===== src/rtl/tlul_host_arb2.sv =====
// Two-host TL-UL arbiter: shares one device port between instr (host 0) and data (host 1) FIFOs.
// Define TLUL_ARB_RR_EN for round-robin arbitration; default is fixed priority (host 1 wins).
module tlul_host_arb2 #(
    parameter int unsigned MaxOutstanding = 2
) (
    input  logic         clk_i,
    input  logic         rst_i,
    input  logic [101:0] tl_h0_i,
    output logic [67:0]  tl_h0_o,
    input  logic [101:0] tl_h1_i,
    output logic [67:0]  tl_h1_o,
    output logic [101:0] tl_d_o,
    input  logic [67:0]  tl_d_i,
    output logic         busy_o
);

    localparam int unsigned CntW = 4;

    typedef struct packed {
        logic        a_valid;
        logic [2:0]  a_opcode;
        logic [2:0]  a_param;
        logic [1:0]  a_size;
        logic [7:0]  a_source;
        logic [31:0] a_address;
        logic [3:0]  a_mask;
        logic [31:0] a_data;
        logic [15:0] a_user;
        logic        d_ready;
    } h2d_t;

    typedef struct packed {
        logic        d_valid;
        logic [2:0]  d_opcode;
        logic [2:0]  d_param;
        logic [1:0]  d_size;
        logic [7:0]  d_source;
        logic        d_sink;
        logic [31:0] d_data;
        logic [15:0] d_user;
        logic        d_error;
        logic        a_ready;
    } d2h_t;

    typedef enum logic {
        IDLE = 1'b0,
        HOLD = 1'b1
    } state_t;

    state_t               state_q, state_d;
    logic                 gnt_q, gnt_d;
    logic [1:0][CntW-1:0] cnt_q, cnt_d;
`ifdef TLUL_ARB_RR_EN
    logic                 rr_q, rr_d;
`endif

    h2d_t [1:0] host;
    d2h_t       dev;
    h2d_t       req;
    d2h_t [1:0] rsp;

    logic [1:0] eligible;
    logic [1:0] a_hs;
    logic [1:0] d_hs;
    logic       win;
    logic       granted;
    logic       gnt_idx;
    logic       a_fire;
    logic       d_sel;
    logic       unused_src;

    assign host    = {tl_h1_i, tl_h0_i};
    assign dev     = tl_d_i;
    assign tl_d_o  = req;
    assign tl_h0_o = rsp[0];
    assign tl_h1_o = rsp[1];
    assign d_sel   = dev.d_source[7];
    assign busy_o  = (cnt_q[0] != '0) || (cnt_q[1] != '0);

    // Bit 7 of the host source is overwritten by the host index.
    assign unused_src = host[0].a_source[7] ^ host[1].a_source[7];

    // Grant selection, A/D steering and next-state logic.
    always_comb begin
        state_d  = state_q;
        gnt_d    = gnt_q;
        cnt_d    = cnt_q;
        granted  = 1'b0;
        gnt_idx  = 1'b0;
        req      = '0;
        rsp      = '0;
        a_hs     = '0;
        d_hs     = '0;
        eligible = '0;
`ifdef TLUL_ARB_RR_EN
        rr_d     = rr_q;
`endif

        for (int k = 0; k < 2; k++) begin
            eligible[k] = host[k].a_valid && (cnt_q[k] < CntW'(MaxOutstanding));
        end

`ifdef TLUL_ARB_RR_EN
        win = (&eligible) ? rr_q : eligible[1];
`else
        win = eligible[1];
`endif

        case (state_q)
            IDLE: begin
                granted = |eligible;
                gnt_idx = win;
            end
            HOLD: begin
                granted = 1'b1;
                gnt_idx = gnt_q;
            end
            default: ;
        endcase

        a_fire = granted && host[gnt_idx].a_valid && dev.a_ready;

        if (state_q == IDLE && granted && !a_fire) begin
            state_d = HOLD;
            gnt_d   = gnt_idx;
        end else if (state_q == HOLD && a_fire) begin
            state_d = IDLE;
        end

`ifdef TLUL_ARB_RR_EN
        if (a_fire) begin
            rr_d = ~gnt_idx;
        end
`endif

        if (granted) begin
            req          = host[gnt_idx];
            req.a_source = {gnt_idx, host[gnt_idx].a_source[6:0]};
        end
        req.d_ready = host[d_sel].d_ready;

        for (int k = 0; k < 2; k++) begin
            if (d_sel == 1'(k)) begin
                rsp[k]             = dev;
                rsp[k].d_source[7] = 1'b0;
                rsp[k].a_ready     = 1'b0;
            end
            if (granted && gnt_idx == 1'(k)) begin
                rsp[k].a_ready = dev.a_ready;
            end

            a_hs[k] = a_fire && (gnt_idx == 1'(k));
            d_hs[k] = dev.d_valid && (d_sel == 1'(k)) && host[k].d_ready;

            // A response at count 0 is still forwarded; the count holds at 0.
            if (a_hs[k] && !d_hs[k]) begin
                cnt_d[k] = cnt_q[k] + CntW'(1);
            end else if (!a_hs[k] && d_hs[k] && cnt_q[k] != '0) begin
                cnt_d[k] = cnt_q[k] - CntW'(1);
            end
        end
    end

    // State register.
    always_ff @(posedge clk_i) begin
        if (rst_i) begin
            state_q <= IDLE;
            gnt_q   <= 1'b0;
            cnt_q   <= '0;
`ifdef TLUL_ARB_RR_EN
            rr_q    <= 1'b0;
`endif
        end else begin
            state_q <= state_d;
            gnt_q   <= gnt_d;
            cnt_q   <= cnt_d;
`ifdef TLUL_ARB_RR_EN
            rr_q    <= rr_d;
`endif
        end
    end

endmodule


===== config.mk =====
export PLATFORM = sky130hd
export DESIGN_NAME = tlul_host_arb2
export DESIGN_NICKNAME = d
export VERILOG_FILES = /design/src/rtl/tlul_host_arb2.sv
export SDC_FILE = /design/constraint.sdc
export NUM_CORES = 1
export LEC_CHECK = 0
export ABC_AREA = 1
export BUFFER_PORTS_ARGS = -buffer_cell sky130_fd_sc_hd__buf_2
export CORE_AREA = 2 2 197 199
export DETAILED_ROUTE_END_ITERATION = 6
export DIE_AREA = 0 0 199 201
export PLACE_DENSITY_LB_ADDON = 0.08
export SLEW_MARGIN = 40
export SYNTH_ARGS = -nofsm -noshare
export SYNTH_HDL_FRONTEND = slang
export SYNTH_SLANG_ARGS = --single-unit

===== constraint.sdc =====
create_clock -name clk_i -period 5.59 [get_ports clk_i]
set_input_delay 0 -clock clk_i [delete_from_list [all_inputs] [get_ports clk_i]]
set_output_delay 0 -clock clk_i [all_outputs]
set_load 0.05 [all_outputs]

==> results of run 1 <==
-- worst max-delay path: cells and delay by family, from the launching register on --
| kind | cells | cell delay (ns) |
|---|---|---|
| buf+inv | 4 | 1.18 |
| simple gates | 4 | 0.48 |
| flops | 1 | 0.44 |
-- repair_timing --
action / in CTS / in global routing
endpoints found under the hold margin: 1 / 0
gates resized for setup: 0 / 0
hold buffers: 1 / 0
-- sequential cells by signal, summed over array words and instances (netlist names) --
| register | count |
|---|---|
| state_q | 1 |
| cnt_q | 8 |
| gnt_q | 1 |
-- layer usage --
| layer | up-vias | routed length, µm | part of all wire [%] |
|---|---|---|---|
| met5 | - | 44 | 0.18 |
| met4 | 6 | 304 | 1.2 |
| met3 | 16 | 2390 | 9.8 |
| met2 | 304 | 13000 | 53 |
| met1 | 2531 | 8730 | 36 |
| li1 | 3044 | - | - |
-- worst max path at each step --
stage	startpoint	endpoint	slack, ns	cells after the start
2_1_floorplan	tl_d_i[58]	cnt_q[3]$_SDFFE_PP0P_	3.29	13
3_3_place_gp	cnt_q[1]$_SDFFE_PP0P_	cnt_q[0]$_SDFFE_PP0P_	2.97	9
3_5_place_dp	cnt_q[5]$_SDFFE_PP0P_	cnt_q[3]$_SDFFE_PP0P_	3.15	14
4_1_cts	cnt_q[5]$_SDFFE_PP0P_	tl_d_o[30]	3.06	8
5_1_grt	cnt_q[5]$_SDFFE_PP0P_	cnt_q[3]$_SDFFE_PP0P_	2.90	13
6_report	cnt_q[5]$_SDFFE_PP0P_	tl_d_o[99]	3.13	8
-- power breakdown --
part | internal [mW] | total (mW) | switching [mW]
Clock | 0.108 | 0.144 | 0.0364
Sequential | 0.0913 | 0.116 | 0.0245
Combinational | 0.606 | 2.96 | 2.35
Total | 0.805 | 3.22 | 2.41
-- synth_stat cells, drive strengths merged --
library cell / number
conb: 1
nand4: 6
fa: 2
mux2: 1
clkbuf: 32
a31oi: 2
buf: 18
nand3: 19
xnor2: 2
nor4: 2
o21ai: 99
nand3b: 1
nand2: 103
dfxtp: 10
a21oi: 7
nor2: 258
clkinv: 1
inv: 148
ha: 4
-- cell type report --
class	instances	area, µm²	area share (%)
Sequential cell	10	200	3.13
Inverter	149	562	8.78
Antenna cell	5	12.5	0.196
Clock buffer	4	88.8	1.39
Tap cell	518	648	10.1
Multi-Input combinational cell	508	2290	35.8
Timing Repair Buffer	513	2600	40.6
-- cells by family (layout without fill, tap and decap cells) --
kind of cell | after synthesis | count (layout)
AOI/OAI and AO/OA | 108 | 108
xor gates and xnor gates | 2 | 2
adders and majority gates | 6 | 6
buffers and inverters | 199 | 666
DFF | 10 | 10
muxes | 1 | 1
other | 1 | 7
and+or+nand+nor | 389 | 389
==> impl_metrics.json, run 1 <==
{
  "ys_top_cells_by_area": "nor2_1 29%, inv_1 17%, o21ai_0 15%",
  "top_usage_layer": "met2",
  "rows": 72,
  "grt_use_met2_pct": 22.5,
  "drcViolationCount": 0,
  "core_region_area_um2": 38100,
  "status": "finished clean",
  "clkTransAtPathRegs_ns": 0.05,
  "gr-usage-met1_pct": 10.9,
  "portBuffers": 508,
  "met3_usage_pct": 3.13,
  "synth-seq-cells": 10,
  "die_w_um": 199,
  "clk_latency_ns": 0.24,
  "critical_path_class": "flip-flop to output pin",
  "ys_seq_area_share_pct": 6.13,
  "maxCapViolations": 0,
  "overflow": 0,
  "mostFrequentLayoutCells": "507 x buf_2, 256 x nor2_1, 145 x inv_1",
  "worstPathMaxFanout": 86,
  "final_layout_size_suffix_gt1_share_pct": 45.5,
  "leakage_nw": 4.33,
  "synth_top_family_by_area": "simple AND/OR/NAND/NOR gates",
  "slowest_stage": "buf_6",
  "cts_made_buffers": 3,
  "final_util_pct": 16.8,
  "dpl-instance-area_um2": 6280,
  "nNetsFinal": 1465,
  "tns_ns": 0,
  "clockBufferDepth": 2,
  "synth_cell_types": 28,
  "setup_ws_ns": 3.13,
  "pin_count": 513,
  "worst_ep_required_time_ns": 5.59,
  "dp_cells": 1697,
  "whs_ns": 0.184,
  "synth_area_um2": 3260,
  "synth_mux_area_share_pct": 0.345,
  "setup_violations": 0,
  "wire_per_inst_um": 14.3,
  "drtAntennaViolNets": 0,
  "hold_path_class": "input pin to flip-flop",
  "final_cell_count_no_fill": 1707,
  "synthSimpleGateAreaFrac_pct": 49.5,
  "cts.sinks": 10,
  "die_h_um": 201,
  "h-tree-depth": 1,
  "p_total_mw": 3.22,
  "dp_hpwl_mm": 20.5,
  "whs_endpoint": "state_q$_SDFFE_PP0P_",
  "start_kind": "flip-flop",
  "fp.dieArea_um2": 40000,
  "hold_violations": 0,
  "worstMarginPinSlew_ns": 0.752,
  "r2r_slack_ns": 3.18,
  "grt_max_degree": 103,
  "slew_headroom_pct": 49.9,
  "period_needed_ns": 2.46,
  "design_area_um2": 6400,
  "cts_tree": "yes",
  "grtUsageTotal_pct": 11.1,
  "gp_congestion": 0.749,
  "synth_xor_area_share_pct": 0.537,
  "final_common_cell": "buf_2",
  "crit_chain": "inv_1 > nand4_2 > nand2_2 > clkinv_2 > buf_6 > nand3_1 > nand2_1 > buf_2",
  "dr.pass1.iters": 4,
  "avgSynthCellArea_um2": 4.56,
  "p_per_area_nw_per_um2": 503,
  "ys_warn_count": 0,
  "syn_inst": 716,
  "drv_slew": 0,
  "ff2ff_path_depth": 14,
  "start_util_pct": 8.56,
  "peakVddDrop_uv": 222,
  "fillerInstances": 4627,
  "antenna_found_initial": 9,
  "wl_mm": 24.5,
  "drt_iter0_markers": 177,
  "fin_crit_sh_pct": 44.0,
  "timing.rr.end": "cnt_q[3]$_SDFFE_PP0P_",
  "area_growth_pct": 96.1,
  "fin_worst_skew_ns": 0.00516,
  "cts-root-buf": "clkbuf_16",
  "reg2reg_from": "cnt_q[5]$_SDFFE_PP0P_",
  "synth_top_cell_by_area": "nor2_1",
  "grt_pass1_vias": 5814,
  "vias_per_cell": 3.46,
  "min_path_cells": 4,
  "rsz0062_at_grt": "false",
  "worstHoldStart": "tl_d_i[0]",
  "post_cts_buffers": 0,
  "end_kind": "output pin",
  "grt_pass1_wl_mm": 34.1,
  "via_count": 5901,
  "synthAdderAreaFrac_pct": 2.76,
  "synth_compound_area_share_pct": 16.8,
  "clock.fmax_ghz": 0.407,
  "synth.top_cell.area_share_pct": 29.4,
  "slowest_delay_ns": 0.54,
  "critical_path_arrival_ns": 2.46,
  "pre_cts_slack_ns": 3.15
}
Power figures use the tool's default switching activity.
==> inputs of run 2 (changes only) <==
--- a/config.mk
+++ b/config.mk
@@ -5,7 +5,7 @@
 export SDC_FILE = /design/constraint.sdc
 export NUM_CORES = 1
 export LEC_CHECK = 0
-export ABC_AREA = 1
+export ABC_AREA = 0
 export BUFFER_PORTS_ARGS = -buffer_cell sky130_fd_sc_hd__buf_2
 export CORE_AREA = 2 2 197 199
 export DETAILED_ROUTE_END_ITERATION = 6
==> constraint.sdc (replaced) <==
create_clock -name clk_i -period 2.2 [get_ports clk_i]
set_input_delay 0 -clock clk_i [delete_from_list [all_inputs] [get_ports clk_i]]
set_output_delay 0 -clock clk_i [all_outputs]
set_load 0.05 [all_outputs]
==> impl_metrics.json, run 2 <==
{
  "antenna_found_initial": 8,
  "fillerInstances": 4428,
  "critical_path_arrival_ns": 2.63,
  "tns_ns": -12.92,
  "cts.sinks": 10,
  "power_frac_comb_pct": 94.2,
  "synthTopCellsByCount": "188 x nand2_1, 97 x a21oi_1, 68 x nor2b_1",
  "synth.top_cell.area_share_pct": 23.6,
  "p_sw_share_pct": 62.2,
  "p_sw_mw": 6.58,
  "synth-seq-cells": 10,
  "mostFrequentLayoutCells": "420 x buf_2, 161 x nand2_1, 77 x a21oi_2",
  "dpl-instance-area_um2": 6970,
  "grt_pass1_wl_mm": 35.3,
  "grt_max_degree": 131,
  "synth_ff_type": "dfxtp_1",
  "crit_chain": "or4b_4 > o21a_4 > clkinv_4 > and3_4 > inv_4 > ha_4 > a21o_1 > a21oi_2 > mux2i_1 > mux2_1",
  "final_layout_size_suffix_gt1_share_pct": 66.6,
  "yosysMostFrequentCell": "nand2_1",
  "nNetsFinal": 1355,
  "leakage_nw": 4.08,
  "synthArstFlopShare_pct": 0,
  "worstPathMaxFanout": 3,
  "gp_congestion": 0.820,
  "fp.dieArea_um2": 40000,
  "start_kind": "flip-flop",
  "worst_ep_required_time_ns": 2.32,
  "hold_path_class": "input pin to flip-flop",
  "portBuffers": 508,
  "grtUsageTotal_pct": 11.8,
  "fin_worst_skew_ns": 0.000720,
  "setup_ws_ns": -0.306,
  "avgSynthCellArea_um2": 5.45,
  "fin_crit_sh_pct": 114,
  "end_kind": "flip-flop",
  "cts_made_buffers": 3,
  "ff2ff_path_depth": 10,
  "drv_slew": 0,
  "violations": "setup timing",
  "p_seq_share_pct": 2.8,
  "final_cell_count_no_fill": 1592,
  "h-tree-depth": 1,
  "rsz0062_at_grt": "true",
  "power.internal_mw": 3.99,
  "via_count": 5774,
  "area_growth_pct": 170,
  "rows": 72,
  "dr.pass1.iters": 4,
  "wire_per_inst_um": 16.8,
  "drtAntennaViolNets": 0,
  "pre_cts_slack_ns": -0.328,
  "overflow": 0,
  "status": "complete, but fails checks",
  "synth_cell_types": 41,
  "grt_pass1_vias": 5615,
  "syn_inst": 548,
  "critical_path_class": "flip-flop to flip-flop",
  "clock.fmax_ghz": 0.399,
  "start_util_pct": 7.84,
  "cts_tree": "yes",
  "synth_area_um2": 2990,
  "cts-root-buf": "clkbuf_16",
  "period_needed_ns": 2.51,
  "clockBufferDepth": 2,
  "design_area_um2": 8070,
  "synth_top_cell_by_area": "nand2_1",
  "clk_latency_ns": 0.24,
  "final_common_cell": "buf_2",
  "vias_per_cell": 3.63,
  "dp_hpwl_mm": 20.8,
  "dp_cells": 1562,
  "slowest_delay_ns": 0.54,
  "drt_iter0_markers": 132,
  "die_w_um": 199,
  "drcViolationCount": 0,
  "clkTransAtPathRegs_ns": 0.04,
  "min_path_cells": 2,
  "die_h_um": 201,
  "ys_warn_count": 0,
  "synth_edf_count": 0,
  "whs_ns": 0.113,
  "clockPowerShare_pct": 3.1,
  "ys_seq_area_share_pct": 6.70,
  "pin_count": 513,
  "setup_violations": 104,
  "core_region_area_um2": 38100,
  "cts_hold_buf": 0,
  "slowest_stage": "or4b_4",
  "largestRegisters": "cnt_q (8), gnt_q (1), state_q (1)",
  "maxCapViolations": 0,
  "largest_register": "cnt_q",
  "wl_mm": 26.7,
  "ys_top_cells_by_area": "nand2_1 24%, a21oi_1 16%, nor2b_1 14%",
  "p_per_area_nw_per_um2": 1310,
  "slew_headroom_pct": 50.7,
  "hold_violations": 0,
  "worstMarginPinSlew_ns": 0.739,
  "peakVddDrop_uv": 642,
  "largest_register_ffs": 8
}
-- run 2: changes by cell type in the layout (fill, tap and decap cells not counted), moves of 22 or more --
cell	before	now
o21ai_0	98	1
buf_2	507	420
buf_6	4	52
nand2_1	98	161
buf_12	0	22
buf_4	1	60
and2_1	0	66
nor2b_1	0	68
a21oi_2	0	77
inv_1	145	1
nor2_1	256	8
-- run 2: worst max-delay path: cells and delay by family, from the launching register on --
kind | cells | cell delay (ns)
buffers and inverters | 2 | 0.09
adder cells (fa/ha/maj) | 1 | 0.20
flip-flops | 1 | 0.31
AO/OA/AOI/OAI | 3 | 0.50
multiplexers | 2 | 0.55
AND/OR/NAND/NOR | 2 | 0.73
-- run 2: metrics by stage --
| step | util (%) | total power, mW |
|---|---|---|
| final | 21.2 | 10.6 |
| after global routing | 21.2 | 11.2 |
| after CTS | 19.3 | 9.70 |
| after detailed placement | 18.3 | 8.75 |
| after global placement | 18.3 | 8.84 |
| after floorplan | - | 6.10 |
-- run 2: power groups by stage --
stage / sequential [mW] / clock [mW] / combinational, mW
4_1_cts: 0.293 / 0.333 / 9.07
6_report: 0.292 / 0.325 / 9.95
2_1_floorplan: 0.300 / 0 / 5.80
3_5_place_dp: 0.296 / 0 / 8.46
3_3_place_gp: 0.298 / 0 / 8.54
5_1_grt: 0.302 / 0.336 / 10.5
-- run 2: final cells by class --
| cell class | count | area (µm²) | area share [%] |
|---|---|---|---|
| tap | 518 | 648 | 8.03 |
| timing repair buffer | 571 | 3890 | 48.2 |
| inverter | 3 | 18.8 | 0.233 |
| clock buffer | 3 | 75.1 | 0.930 |
| sequential | 10 | 203 | 2.51 |
| antenna | 1 | 2.50 | 0.0310 |
| multi-input combinational | 486 | 3230 | 40.0 |
-- run 2: repair_timing --
action / 4_1_cts / 5_1_grt
cloned: 2 / 8
gates resized for setup: 82 / 113
setup endpoints to repair: 108 / 107
pin swaps: 7 / 44
buffers inserted: 2 / 14
-- run 2: metal layers --
metal,GRT usage [%],up-vias,routed length [µm]
met5,0,-,53
met4,1.73,8,298
met3,3.88,22,2460
met2,23.7,312,14400
met1,11.7,2607,9480
li1,-,2825,-
-- run 2: kinds of logic (layout without fill, tap and decap cells) --
| family | Yosys count | in the layout | synth area share [%] |
|---|---|---|---|
| AO/OA/AOI/OAI | 115 | 115 | 21.3 |
| XOR/XNOR | 3 | 3 | 0.880 |
| adder cells (fa/ha/maj) | 6 | 6 | 3.02 |
| buffers and inverters | 53 | 577 | 7.62 |
| flip-flops | 10 | 10 | 6.70 |
| multiplexers | 7 | 7 | 2.47 |
| other | 1 | 3 | 0.126 |
| AND/OR/NAND/NOR | 353 | 353 | 57.9 |
-- run 2: final timing paths --
check / slack, ns / start / to
hold reg to reg: 0.65 / cnt_q[0]$_SDFFE_PP0P_ / cnt_q[0]$_SDFFE_PP0P_
hold / removal: 0.11 / rst_i / gnt_q$_SDFFE_PP0P_
setup / recovery: -0.31 / cnt_q[7]$_SDFFE_PP0P_ / cnt_q[7]$_SDFFE_PP0P_
setup reg to reg: -0.31 / cnt_q[7]$_SDFFE_PP0P_ / cnt_q[7]$_SDFFE_PP0P_
==> inputs of run 3 (changes only) <==
--- a/config.mk
+++ b/config.mk
@@ -10,7 +10,8 @@
 export CORE_AREA = 2 2 197 199
 export DETAILED_ROUTE_END_ITERATION = 6
 export DIE_AREA = 0 0 199 201
-export PLACE_DENSITY_LB_ADDON = 0.08
+export HOLD_SLACK_MARGIN = 0.1
+export PLACE_DENSITY = 0.38
 export SLEW_MARGIN = 40
 export SYNTH_ARGS = -nofsm -noshare
 export SYNTH_HDL_FRONTEND = slang
==> impl_metrics.json, run 3 (synthesized netlist as in run 2, its figures left out) <==
{
  "hold_path_class": "input pin to flip-flop",
  "largest_register": "cnt_q",
  "dr.pass1.iters": 4,
  "hold_violations": 0,
  "route.met2.wl_mm": 15.5,
  "grt_pass1_vias": 5575,
  "clkTransAtPathRegs_ns": 0.04,
  "die_h_um": 201,
  "worst_ep_required_time_ns": 2.32,
  "final_util_pct": 23.3,
  "gp_congestion": 0.811,
  "setup_violations": 102,
  "slowest_delay_ns": 0.54,
  "met3WireLength_mm": 2.16,
  "final_common_cell": "buf_2",
  "drt_iter0_markers": 124,
  "period_needed_ns": 2.52,
  "fin_crit_sh_pct": 115,
  "slowest_stage": "or4b_4",
  "critical_path_arrival_ns": 2.64,
  "setup_ws_ns": -0.320,
  "clk_latency_ns": 0.24,
  "clock.fmax_ghz": 0.397,
  "r2r_slack_ns": -0.32,
  "via_count": 5900,
  "critical_path_class": "flip-flop to flip-flop",
  "cts_tree": "yes",
  "dp_hpwl_mm": 20.6,
  "crit_chain": "or4b_4 > o21a_4 > clkinv_4 > and3_4 > inv_4 > ha_4 > a21o_1 > a21oi_2 > mux2i_1 > mux2_1",
  "fin_worst_skew_ns": 0.00281,
  "met1_length_mm": 10.4,
  "fp.dieArea_um2": 40000,
  "final_layout_size_suffix_gt1_share_pct": 72.3,
  "worstMarginPinSlew_ns": 0.704,
  "slew_headroom_pct": 53.1,
  "start_util_pct": 7.84,
  "vias_per_cell": 3.69,
  "core_region_area_um2": 38100,
  "grt_max_degree": 130,
  "drcViolationCount": 0,
  "largest_register_ffs": 8,
  "status": "complete, but fails checks",
  "largestRegisters": "cnt_q (8), gnt_q (1), state_q (1)",
  "die_w_um": 199,
  "rsz0062_at_grt": "true",
  "cts_hold_buf": 0,
  "end_kind": "flip-flop",
  "critPathTopFamily": "simple AND/OR/NAND/NOR gates",
  "cts-root-buf": "clkbuf_16",
  "rows": 72,
  "cts_made_buffers": 3,
  "start_kind": "flip-flop",
  "grtUsageTotal_pct": 11.8,
  "p_per_area_nw_per_um2": 1310,
  "drtAntennaViolNets": 0,
  "grt_pass1_wl_mm": 35.0,
  "drv_slew": 0,
  "nNetsFinal": 1361,
  "overflow": 0,
  "h-tree-depth": 1,
  "portBuffers": 508,
  "peakVddDrop_uv": 775,
  "leakage_nw": 4.46,
  "mostFrequentLayoutCells": "404 x buf_2, 106 x nand2_1, 94 x buf_6",
  "wl_mm": 28.8,
  "design_area_um2": 8860,
  "maxCapViolations": 0,
  "violations": "setup timing",
  "pin_count": 513,
  "clockBufferDepth": 2,
  "cts.sinks": 10,
  "wire_per_inst_um": 18.0,
  "top_layer": "met4",
  "antenna_found_initial": 4,
  "dpl-instance-area_um2": 6820,
  "critical_path_buf_inv_count": 2,
  "area_growth_pct": 197,
  "worstPathMaxFanout": 3
}
## run 3: cell types whose count changed in the layout (fill, tap and decap cells not counted), moves of 5 or more
cell and change:
buf_4 -26, nand2_2 +22, a21oi_2 -5, a21oi_4 +5, buf_2 -16, nand2_4 +32, nand2_1 -55, buf_6 +42
## run 3: final cells by class
type | count | area [µm²]
Clock buffer | 4 | 88.8
Sequential cell | 10 | 203
Multi-Input combinational cell | 486 | 3610
Inverter | 3 | 18.8
Antenna cell | 1 | 2.50
Fill cell | 4248 | 29200
Tap cell | 518 | 648
Timing Repair Buffer | 577 | 4290
## run 3: final timing paths
check / end / startpoint / depth (start not counted)
max: cnt_q[7]$_SDFFE_PP0P_ / cnt_q[5]$_SDFFE_PP0P_ / 10
min: cnt_q[2]$_SDFFE_PP0P_ / rst_i / 2
max reg2reg: cnt_q[7]$_SDFFE_PP0P_ / cnt_q[5]$_SDFFE_PP0P_ / 10
min reg2reg: gnt_q$_SDFFE_PP0P_ / gnt_q$_SDFFE_PP0P_ / 2
## run 3: per-stage QoR
stage                     setup slack (ns)  hold WS, ns  instances  power, mW  TNS (ns)
after global routing                -0.435        0.148       1599       12.2    -22.57
final                               -0.320        0.129       1599       11.6    -14.51
after detailed placement            -0.348        0.385       1559       8.38     -8.32
after global placement              -0.345        0.373       1559       8.40     -8.40
after floorplan                     -0.373        0.179        549       6.10    -0.746
after CTS                           -0.345        0.142       1569       9.68    -14.04
## run 3: repair_timing
| item | 4_1_cts | 5_1_grt |
|---|---|---|
| gates cloned | 4 | 12 |
| pin swaps | 8 | 122 |
| setup buffers | 2 | 18 |
| hold endpoints to repair | 0 | 0 |
| endpoints found under the setup margin | 107 | 109 |
| gates resized for setup | 113 | 265 |
## run 3: power by group
part | total [mW] | switching (mW) | internal, mW
sequential | 0.293 | 0.0549 | 0.239
combinational | 11.0 | 6.87 | 4.12
clock | 0.362 | 0.0880 | 0.274
## run 3: layer usage
metal / track usage, % / vias up
li1: - / 2846
met1: 12.6 / 2685
met2: 23.6 / 337
met3: 2.22 / 32
met4: 2.59 / 0
met5: 0 / -
